<file path="src/rtl/mem_port_arbiter.sv">
// Two-port arbiter sharing the exec-unit RAM port between fetch (IF) and load/store (LS).
// Define ARB_ROUND_ROBIN_EN for round-robin arbitration; default is LS priority with IF starvation guard.
module mem_port_arbiter #(
  parameter int ADDR_W       = 32,
  parameter int DATA_W       = 32,
  parameter int RD_LATENCY   = 1,
  parameter int STARVE_LIMIT = 4
) (
  input  logic              clk,
  input  logic              reset_n,
  input  logic              if_req,
  input  logic [ADDR_W-1:0] if_addr,
  output logic              if_gnt,
  output logic              if_rvalid,
  output logic [DATA_W-1:0] if_rdata,
  input  logic              ls_req,
  input  logic              ls_we,
  input  logic [ADDR_W-1:0] ls_addr,
  input  logic [DATA_W-1:0] ls_wdata,
  output logic              ls_gnt,
  output logic              ls_rvalid,
  output logic [DATA_W-1:0] ls_rdata,
  output logic              rd_ram_en,
  output logic [ADDR_W-1:0] rd_ram_addr,
  input  logic [DATA_W-1:0] rd_ram_data,
  output logic              wr_ram_en,
  output logic [ADDR_W-1:0] wr_ram_addr,
  output logic [DATA_W-1:0] wr_ram_data,
  output logic              busy
);

  typedef enum logic [1:0] {IDLE, RD_WAIT, WR_DONE} state_t;

  state_t     state_q;
  logic [2:0] lat_q;
  logic       owner_q;   // 1 = LS owns the outstanding transaction
  logic       arb_d;
  logic       if_wins_d;

  function automatic logic [ADDR_W-1:0] word_addr(input logic [ADDR_W-1:0] a);
    return a & ~{{(ADDR_W-2){1'b0}}, 2'b11};
  endfunction

  assign arb_d = (state_q == IDLE) && (if_req || ls_req);

`ifdef ARB_ROUND_ROBIN_EN
  logic last_ls_q;

  always_comb begin
    if_wins_d = if_req && (!ls_req || last_ls_q);
  end

  always_ff @(posedge clk or negedge reset_n) begin
    if (!reset_n) begin
      last_ls_q <= 1'b1;
    end else if (arb_d) begin
      last_ls_q <= !if_wins_d;
    end
  end
`else
  logic [3:0] starve_q;

  always_comb begin
    if_wins_d = if_req && (!ls_req || (starve_q == 4'(STARVE_LIMIT)));
  end

  // Saturating count of consecutive arbitrations IF lost to LS.
  always_ff @(posedge clk or negedge reset_n) begin
    if (!reset_n) begin
      starve_q <= 4'd0;
    end else if (arb_d) begin
      if (if_wins_d) begin
        starve_q <= 4'd0;
      end else if (if_req && (starve_q != 4'(STARVE_LIMIT))) begin
        starve_q <= starve_q + 4'd1;
      end
    end
  end
`endif

  always_ff @(posedge clk or negedge reset_n) begin
    if (!reset_n) begin
      state_q     <= IDLE;
      lat_q       <= 3'd0;
      owner_q     <= 1'b0;
      if_gnt      <= 1'b0;
      if_rvalid   <= 1'b0;
      if_rdata    <= '0;
      ls_gnt      <= 1'b0;
      ls_rvalid   <= 1'b0;
      ls_rdata    <= '0;
      rd_ram_en   <= 1'b0;
      rd_ram_addr <= '0;
      wr_ram_en   <= 1'b0;
      wr_ram_addr <= '0;
      wr_ram_data <= '0;
      busy        <= 1'b0;
    end else begin
      if_gnt    <= 1'b0;
      ls_gnt    <= 1'b0;
      if_rvalid <= 1'b0;
      ls_rvalid <= 1'b0;
      rd_ram_en <= 1'b0;
      wr_ram_en <= 1'b0;
      case (state_q)
        IDLE: begin
          if (arb_d) begin
            owner_q <= !if_wins_d;
            busy    <= 1'b1;
            if (if_wins_d) begin
              if_gnt      <= 1'b1;
              rd_ram_en   <= 1'b1;
              rd_ram_addr <= word_addr(if_addr);
              lat_q       <= 3'(RD_LATENCY);
              state_q     <= RD_WAIT;
            end else begin
              ls_gnt <= 1'b1;
              if (ls_we) begin
                wr_ram_en   <= 1'b1;
                wr_ram_addr <= word_addr(ls_addr);
                wr_ram_data <= ls_wdata;
                state_q     <= WR_DONE;
              end else begin
                rd_ram_en   <= 1'b1;
                rd_ram_addr <= word_addr(ls_addr);
                lat_q       <= 3'(RD_LATENCY);
                state_q     <= RD_WAIT;
              end
            end
          end
        end
        RD_WAIT: begin
          // Counter reaches zero in the cycle the RAM data is valid.
          if (lat_q == 3'd0) begin
            state_q <= IDLE;
            busy    <= 1'b0;
            if (owner_q) begin
              ls_rvalid <= 1'b1;
              ls_rdata  <= rd_ram_data;
            end else begin
              if_rvalid <= 1'b1;
              if_rdata  <= rd_ram_data;
            end
          end else begin
            lat_q <= lat_q - 3'd1;
          end
        end
        WR_DONE: begin
          ls_rvalid <= 1'b1;
          ls_rdata  <= '0;
          state_q   <= IDLE;
          busy      <= 1'b0;
        end
        default: begin
          state_q <= IDLE;
          busy    <= 1'b0;
        end
      endcase
    end
  end

endmodule

</file>
<file path="config.mk">
export PLATFORM = sky130hd
export DESIGN_NAME = mem_port_arbiter
export DESIGN_NICKNAME = d
export VERILOG_FILES = /design/src/rtl/mem_port_arbiter.sv
export SDC_FILE = /design/constraint.sdc
export NUM_CORES = 1
export LEC_CHECK = 0
export CAP_MARGIN = 10
export CORE_AREA = 10 10 127 157
export CTS_BUF_LIST = sky130_fd_sc_hd__clkbuf_2 sky130_fd_sc_hd__clkbuf_4 sky130_fd_sc_hd__clkbuf_8
export DETAILED_ROUTE_END_ITERATION = 6
export DIE_AREA = 0 0 137 167
export PLACE_DENSITY = 0.83
export SLEW_MARGIN = 0
export SYNTH_ARGS = -nofsm -noshare
export SYNTH_HDL_FRONTEND = slang
export SYNTH_SLANG_ARGS = --single-unit
export TNS_END_PERCENT = 10
</file>
<file path="constraint.sdc">
create_clock -name clk -period 2.2 [get_ports clk]
set_input_delay 0.22 -clock clk [delete_from_list [all_inputs] [get_ports clk]]
set_output_delay 0.22 -clock clk [all_outputs]
set_load 0.01 [all_outputs]
</file>
==> impl_results.md, run 1 <==
* CP endpoint kind: flip-flop
* Worst R2R Path Depth at 6
* Power Internal at 10000 uW
* Max VDD drop at 0.000798 V
* Worst-skew pair later-pin latency at 450 ps
* Req. time, crit path at 2560 ps
* Worst-path clk slew at 90 ps
* Final Cycle Share at 88.9%
* Seq/Total Area, Yosys at 62.3%
* Synth Instances at 530
* Setup Skew at 8.78 ps
* Reg area at 4330 sq um
* P_sw at 4860 uW
* Synth unique cells at 38
* DIE WIDTH at 137 um
* Dpl hpwl at 15200 um
* H-Tree Depth at 4
* Diodes inserted at 0
* P per Cell Area at 1400 nW/um^2
* Clock share of power at 16.3%
* Initial Utilization at 41.3%
* Yosys top cell area share at 62.3%
* Root buffer cell: clkbuf_8
* Routed vias at 5319
* Crit Path Max Fanout at 30
* Top cells by area, synth: dfrtp_1 62%, mux2_2 15%, a22o_1 4.0%
* Hold Buf Count CTS at 1
* Startpoint Class: flip-flop
* First-pass GRT wire length at 31300 um
* HP Class: input port to async pin
* Fin util at 62.9%
* Reg2Reg Setup Slack at 240 ps
* Layout Nets at 959
* Tmin final at 1960 ps
* Max Freq at 511 MHz
* Total gr overflow at 0
* Post_cts resized at 0
* Via density at 5.06
* Max Cap Viol at 0
* Mapped Area at 6950 sq um
* Syn_area_per_cell at 13.1 sq um
* Yosys warns at 0
* Register share of total power at 36.5%
* Crit-path slowest cell: or2_2
* Switching Fraction at 32.6%
* Status: completed
* Top-count cell post-synth: dfrtp_1
* Num CTS Buffers at 17
* Top_reg_cell synth: dfrtp_1
* Routed WL at 20100 um
* I/O Pins at 300
* RR Startpoint: starve_q[0]
* Least-Margin Pin Slew at 675 ps
* Area of the multi-input gates at 2400 sq um
* Per-cell routed wire length at 19.2 um
* CP cell instances: inv_1 > ha_1 > and4b_4 > or2_2 > nand3_1 > o211ai_1
* Top post-synthesis cells by count: 173 x dfrtp_1, 95 x mux2_2, 69 x nand2_1
* Setup TNS Final at 0 ps
* Slew headroom at 55.0%
* Full die area at 22900 sq um
* Starting DRT DRC Count at 242
* FF+latch count, synth at 173
* DRC at 0
* Reg-to-Reg End: rd_ram_addr[11]
* Clk sinks at 173
* Post-DRT Antenna Nets at 0
* CTS max path bufs at 2
* GRT Total Usage at 17.4%
* Vias in the first global route at 5662
* Die Y at 167 um
* Row count at 53
* Port bufs at 291
* CTS tree: built
* Layout cells sized above 1 at 18.5%
* EDFF count, synth at 0
* Ys async rst share at 100%
* Combinational share of power at 47.2%
* Worst Setup SP: starve_q[0]
* Final count of pins violating max slew at 0
* Final setup vio count at 0
* Most area-hungry cell type in the Yosys netlist: dfrtp_1
* RSZ-0062 raised after global routing: false
* Area of the core at 16800 sq um
* GPL Wtd Cong at 0.800
* Final hold vios at 0
* Leak pwr at 0.00451 uW
* Slowest stage delay, CP at 580 ps
* Syn-to-layout area delta at 52.5%
* Layout fillers at 1323
* Post-CTS Repair Setup Buffers at 0
* First drt pass iteration count at 4
* Critical Path AT at 2320 ps
* Initial antenna violation count at 0
* Pin count of the biggest net entering global routing at 61
* CP Class: flip-flop to flip-flop
area by class of cell:
class                   count  area share, %
clock inverters            13           1.77
well taps                 220           2.60
inverters                  13          0.460
clock buffers              18           2.28
multi-input cells         309           22.6
flip-flops and latches    173           40.8
repair buffers            305           29.4
routing by layer:
layer	track usage, %	vias up	routed length [um]
li1	-	2453	-
met1	19.0	2611	7550
met2	28.8	224	9890
met3	7.16	31	2210
met4	7.30	0	493
met5	0	-	0
flip-flops by register name, summed over array words and instances, names as in the netlist, 2 cells and up:
| signal | cells |
|---|---|
| state_q | 2 |
| if_rdata | 32 |
| lat_q | 3 |
| wr_ram_addr | 30 |
| ls_rdata | 32 |
| rd_ram_addr | 30 |
| starve_q | 4 |
| wr_ram_data | 32 |
worst max-delay path by stage:
stage                     cells after the start  slack (ps)         endpoint
after floorplan                               6         380         lat_q[0]
after global placement                        5         180  rd_ram_addr[15]
after detailed placement                      5         110   rd_ram_addr[2]
after CTS                                     6         220  rd_ram_addr[11]
after global routing                          6         130  rd_ram_addr[19]
final                                         6         240  rd_ram_addr[11]
stage by stage:
stage / instance area [sq um] / setup slack (ps) / cells / total power, uW / hold WS [ps]
after floorplan: 6960 / 375 / 533 / 8500 / -75.6
after global placement: 10200 / 185 / 1019 / 12400 / 237
after detailed placement: 10200 / 109 / 1019 / 12600 / 237
after CTS: 10600 / 221 / 1051 / 15100 / 308
after global routing: 10600 / 130 / 1051 / 15800 / 320
final: 10600 / 244 / 1051 / 14900 / 322
critical path: cells and delay by family (launching register included):
family / cells / cell delay [ps]
adders and majority gates: 1 / 170
and+or+nand+nor: 3 / 1050
AOI/OAI and AO/OA: 1 / 130
DFF: 1 / 430
buffers and inverters: 1 / 80
cell families (layout without fill, tap and decap cells):
| group | Yosys count | in the layout | share of synthesized area [%] |
|---|---|---|---|
| and+or+nand+nor | 121 | 121 | 7.96 |
| muxes | 97 | 97 | 15.7 |
| buffers and inverters | 51 | 349 | 3.58 |
| adders and majority gates | 7 | 7 | 1.26 |
| AOI/OAI and AO/OA | 80 | 80 | 9.13 |
| DFF | 173 | 173 | 62.3 |
| other | 1 | 4 | 0.0539 |
power by group through the flow:
stage | Combinational [uW] | Sequential [uW] | Clock (uW)
after global placement | 7000 | 5420 | 0
after CTS | 7170 | 5440 | 2500
final | 7030 | 5430 | 2430
after global routing | 7530 | 5620 | 2660
after floorplan | 2350 | 6140 | 0
after detailed placement | 7140 | 5500 | 0
cell usage in the layout, fill, tap and decap left out, drive strengths merged, types with 3 or more instances in the layout:
cell	Yosys	routed
nand3	32	32
o22ai	4	4
dfrtp	173	173
a21oi	3	3
a22o	32	32
nor2	5	5
o21ai	3	3
clkbuf	16	18
ha	7	7
clkdlybuf4s50	0	290
o211ai	31	31
clkinvlp	0	3
conb	1	4
inv	13	17
mux2	96	96
bufinv	0	4
buf	22	14
nor2b	3	3
nand3b	3	3
nand2	70	70
Power figures use the tool's default switching activity.
==> inputs of run 2 (changes only) <==
--- a/config.mk
+++ b/config.mk
@@ -6,10 +6,11 @@
 export NUM_CORES = 1
 export LEC_CHECK = 0
 export CAP_MARGIN = 10
-export CORE_AREA = 10 10 127 157
+export CORE_AREA = 2 2 119 149
 export CTS_BUF_LIST = sky130_fd_sc_hd__clkbuf_2 sky130_fd_sc_hd__clkbuf_4 sky130_fd_sc_hd__clkbuf_8
+export CTS_CLUSTER_SIZE = 16
 export DETAILED_ROUTE_END_ITERATION = 6
-export DIE_AREA = 0 0 137 167
+export DIE_AREA = 0 0 121 151
 export PLACE_DENSITY = 0.83
 export SLEW_MARGIN = 0
 export SYNTH_ARGS = -nofsm -noshare
==> run 2 against run 1 <==
Net effect: combinational power fell by 1%; global-route usage is 2.0 points higher; sequential share of layout area about the same; hold slack worse by 120 ps; sequential power barely moved; die area decreased by 20%; count of clock-buffer cells in the layout is 1 higher; fmax is 1.2% higher; flip-flop and latch count unchanged; cell area down 0.11%; setup slack improved by 23 ps; total power shrank 1.8%; critical path type unchanged; critical endpoint is now lat_q[0]; largest power group unchanged.
==> impl_results.md, run 2 (same netlist as run 1, synthesis figures left out) <==
* RSZ-0062 raised after global routing: false
* P_sw at 4740 uW (-2.4%)
* M1 WL at 6990 um (-7.4%)
* DP Area at 10200 sq um (+0.20%)
* DRC at 0 (unchanged)
* Root buffer cell: clkbuf_8
* Worst hold-check slack at 203 ps (-119 ps)
* Row count at 53 (unchanged)
* Met2 wire len at 9150 um (-7.5%)
* Setup TNS Final at 0 ps (unchanged)
* Initial Utilization at 41.4% (+0.16 points)
* Via density at 4.96 (-2.0%)
* Register share of total power at 37.2% (+0.7 points)
* Clk sinks at 173 (unchanged)
* Design Area, Final at 10600 sq um (-0.11%)
* Leading cell type in the layout, fill and taps excluded: clkdlybuf4s50_1
* I/O Pins at 300 (unchanged)
* P per Cell Area at 1380 nW/um^2 (-1.7%)
* Diodes inserted at 0 (unchanged)
* Final hold vios at 0 (unchanged)
* Final count of pins violating max slew at 0 (unchanged)
* Tmin final at 1930 ps (-23.2 ps)
* CTS tree: built
* Port bufs at 291 (unchanged)
* Die Y at 151 um (-9.6%)
* Power Internal at 9870 uW (-1.6%)
* Layout Nets at 960 (+0.10%)
* Syn-to-layout area delta at 52.3%
* Status: completed
* Routed WL at 17900 um (-11%)
* CP cell instances: inv_1 > ha_1 > inv_2 > mux2_2 > a211o_2 > mux2_4
* Req. time, crit path at 2530 ps (-30 ps)
* H-Tree Depth at 4 (unchanged)
* Startpoint Class: flip-flop
* Worst slack, placed at 102 ps (-6.84 ps)
* Most frequent cells in the layout: 290 x clkdlybuf4s50_1, 173 x dfrtp_1, 95 x mux2_2, 69 x nand2_1
* CP Class: flip-flop to flip-flop
* First-pass GRT wire length at 27500 um (-12%)
* Area of the core at 16800 sq um (-0.39%)
* GRT Total Usage at 19.4% (+2.0 points)
* Layout cells sized above 1 at 18.6% (+0.098 points)
* Post-DRT Antenna Nets at 0 (unchanged)
* Routed vias at 5220 (-1.9%)
* Least-Margin Pin Slew at 664 ps (-11.2 ps)
* Per-cell routed wire length at 17.1 um (-11%)
* Highest metal used: met4
* Combinational share of power at 47.5% (+0.3 points)
* CP endpoint kind: flip-flop
* Slew headroom at 55.7% (+0.75 points)
* Worst-skew pair later-pin latency at 440 ps (about the same)
* Clock share of power at 15.3% (-1.0 points)
* Fin worst setup slack at 267 ps (+23.2 ps)
* DIE WIDTH at 121 um (-12%)
* Post-CTS Repair Setup Buffers at 0 (unchanged)
* GPL Wtd Cong at 0.759 (-5.1%)
* Fin util at 63.1% (+0.18 points)
* Num CTS Buffers at 17 (unchanged)
* Final setup vio count at 0 (unchanged)
* Final Cycle Share at 87.8% (-1.1 points)
* CTS max path bufs at 2 (unchanged)
* Initial antenna violation count at 0 (unchanged)
* Max VDD drop at 0.000778 V (-2.5%)
* Full die area at 18300 sq um (-20%)
* Top flop regs: if_rdata (32), ls_rdata (32), wr_ram_data (32)
* Leak pwr at 0.00450 uW (-0.10%)
* Dpl hpwl at 12800 um (-16%)
* Starting DRT DRC Count at 184 (-24%)
* Slowest stage delay, CP at 390 ps (-190 ps)
* Met3 routed WL at 1430 um (-35%)
* Total gr overflow at 0 (unchanged)
* Max Cap Viol at 0 (unchanged)
* Setup Skew at 12.6 ps (+3.87 ps)
* Critical Path AT at 2260 ps (-60 ps)
* HP Class: input port to async pin
* Crit-path slowest cell: dfrtp_1
* Vias in the first global route at 5305 (-6.3%)
* Crit Path Max Fanout at 8 (-73%)
* Max Freq at 517 MHz (+1.2%)
* Layout fillers at 1352 (+2.2%)
* Worst-path clk slew at 100 ps (about the same)
* Pin count of the biggest net entering global routing at 82 (+34%)
* First drt pass iteration count at 5 (+1)
* Switching Fraction at 32.4% (-0.18 points)
-- run 2: critical path, delay by kind of cell, from the launching register on --
kind	cells	cell delay, ps
AO/OA/AOI/OAI	1	350
adder cells (fa/ha/maj)	1	300
flip-flops	1	390
multiplexers	2	590
buffers and inverters	2	190
-- run 2: power groups by stage --
stage	Sequential (uW)	Combinational, uW	Clock (uW)
after global routing	5600	7440	2470
after global placement	5420	6900	0
final	5430	6940	2240
after floorplan	6140	2350	0
after CTS	5440	7040	2330
after detailed placement	5500	7010	0
-- run 2: area by class of cell --
class / instances / area [sq um] / area share [%]
clock inverter: 12 / 136 / 1.29
inverter: 13 / 48.8 / 0.461
clock buffer: 19 / 262 / 2.47
sequential: 173 / 4330 / 40.9
multi-input combinational: 309 / 2400 / 22.6
timing repair buffer: 306 / 3140 / 29.7
tap: 220 / 275 / 2.60
-- run 2: layer usage --
metal	global-route usage, %	up-vias
li1	-	2446
met1	22.1	2550
met2	33.7	202
met3	6.85	22
met4	6.45	0
met5	0	-
-- run 2: worst paths after layout --
kind / startpoint / end / slack [ps] / cells past startpoint
min reg2reg: rd_ram_addr[2] / rd_ram_addr[2] / 500 / 2
max reg2reg: state_q[1] / lat_q[0] / 270 / 6
max in group asynchronous: reset_n / wr_ram_data[6] / 1260 / 3
max: state_q[1] / lat_q[0] / 270 / 6
min in group clk: if_addr[14] / rd_ram_addr[14] / 350 / 3
min: reset_n / if_rdata[21] / 200 / 2
-- run 2: timing repair --
action,in CTS,in global routing
endpoints found under the setup margin,0,0
resized for setup,0,0
hold buffers,1,0
hold endpoints to repair,92,0
-- run 2: through the flow --
step / total power, uW / std cells
3_5_place_dp: 12500 / 1020
5_1_grt: 15500 / 1052
2_1_floorplan: 8500 / 533
4_1_cts: 14800 / 1052
3_3_place_gp: 12300 / 1020
6_report: 14600 / 1052
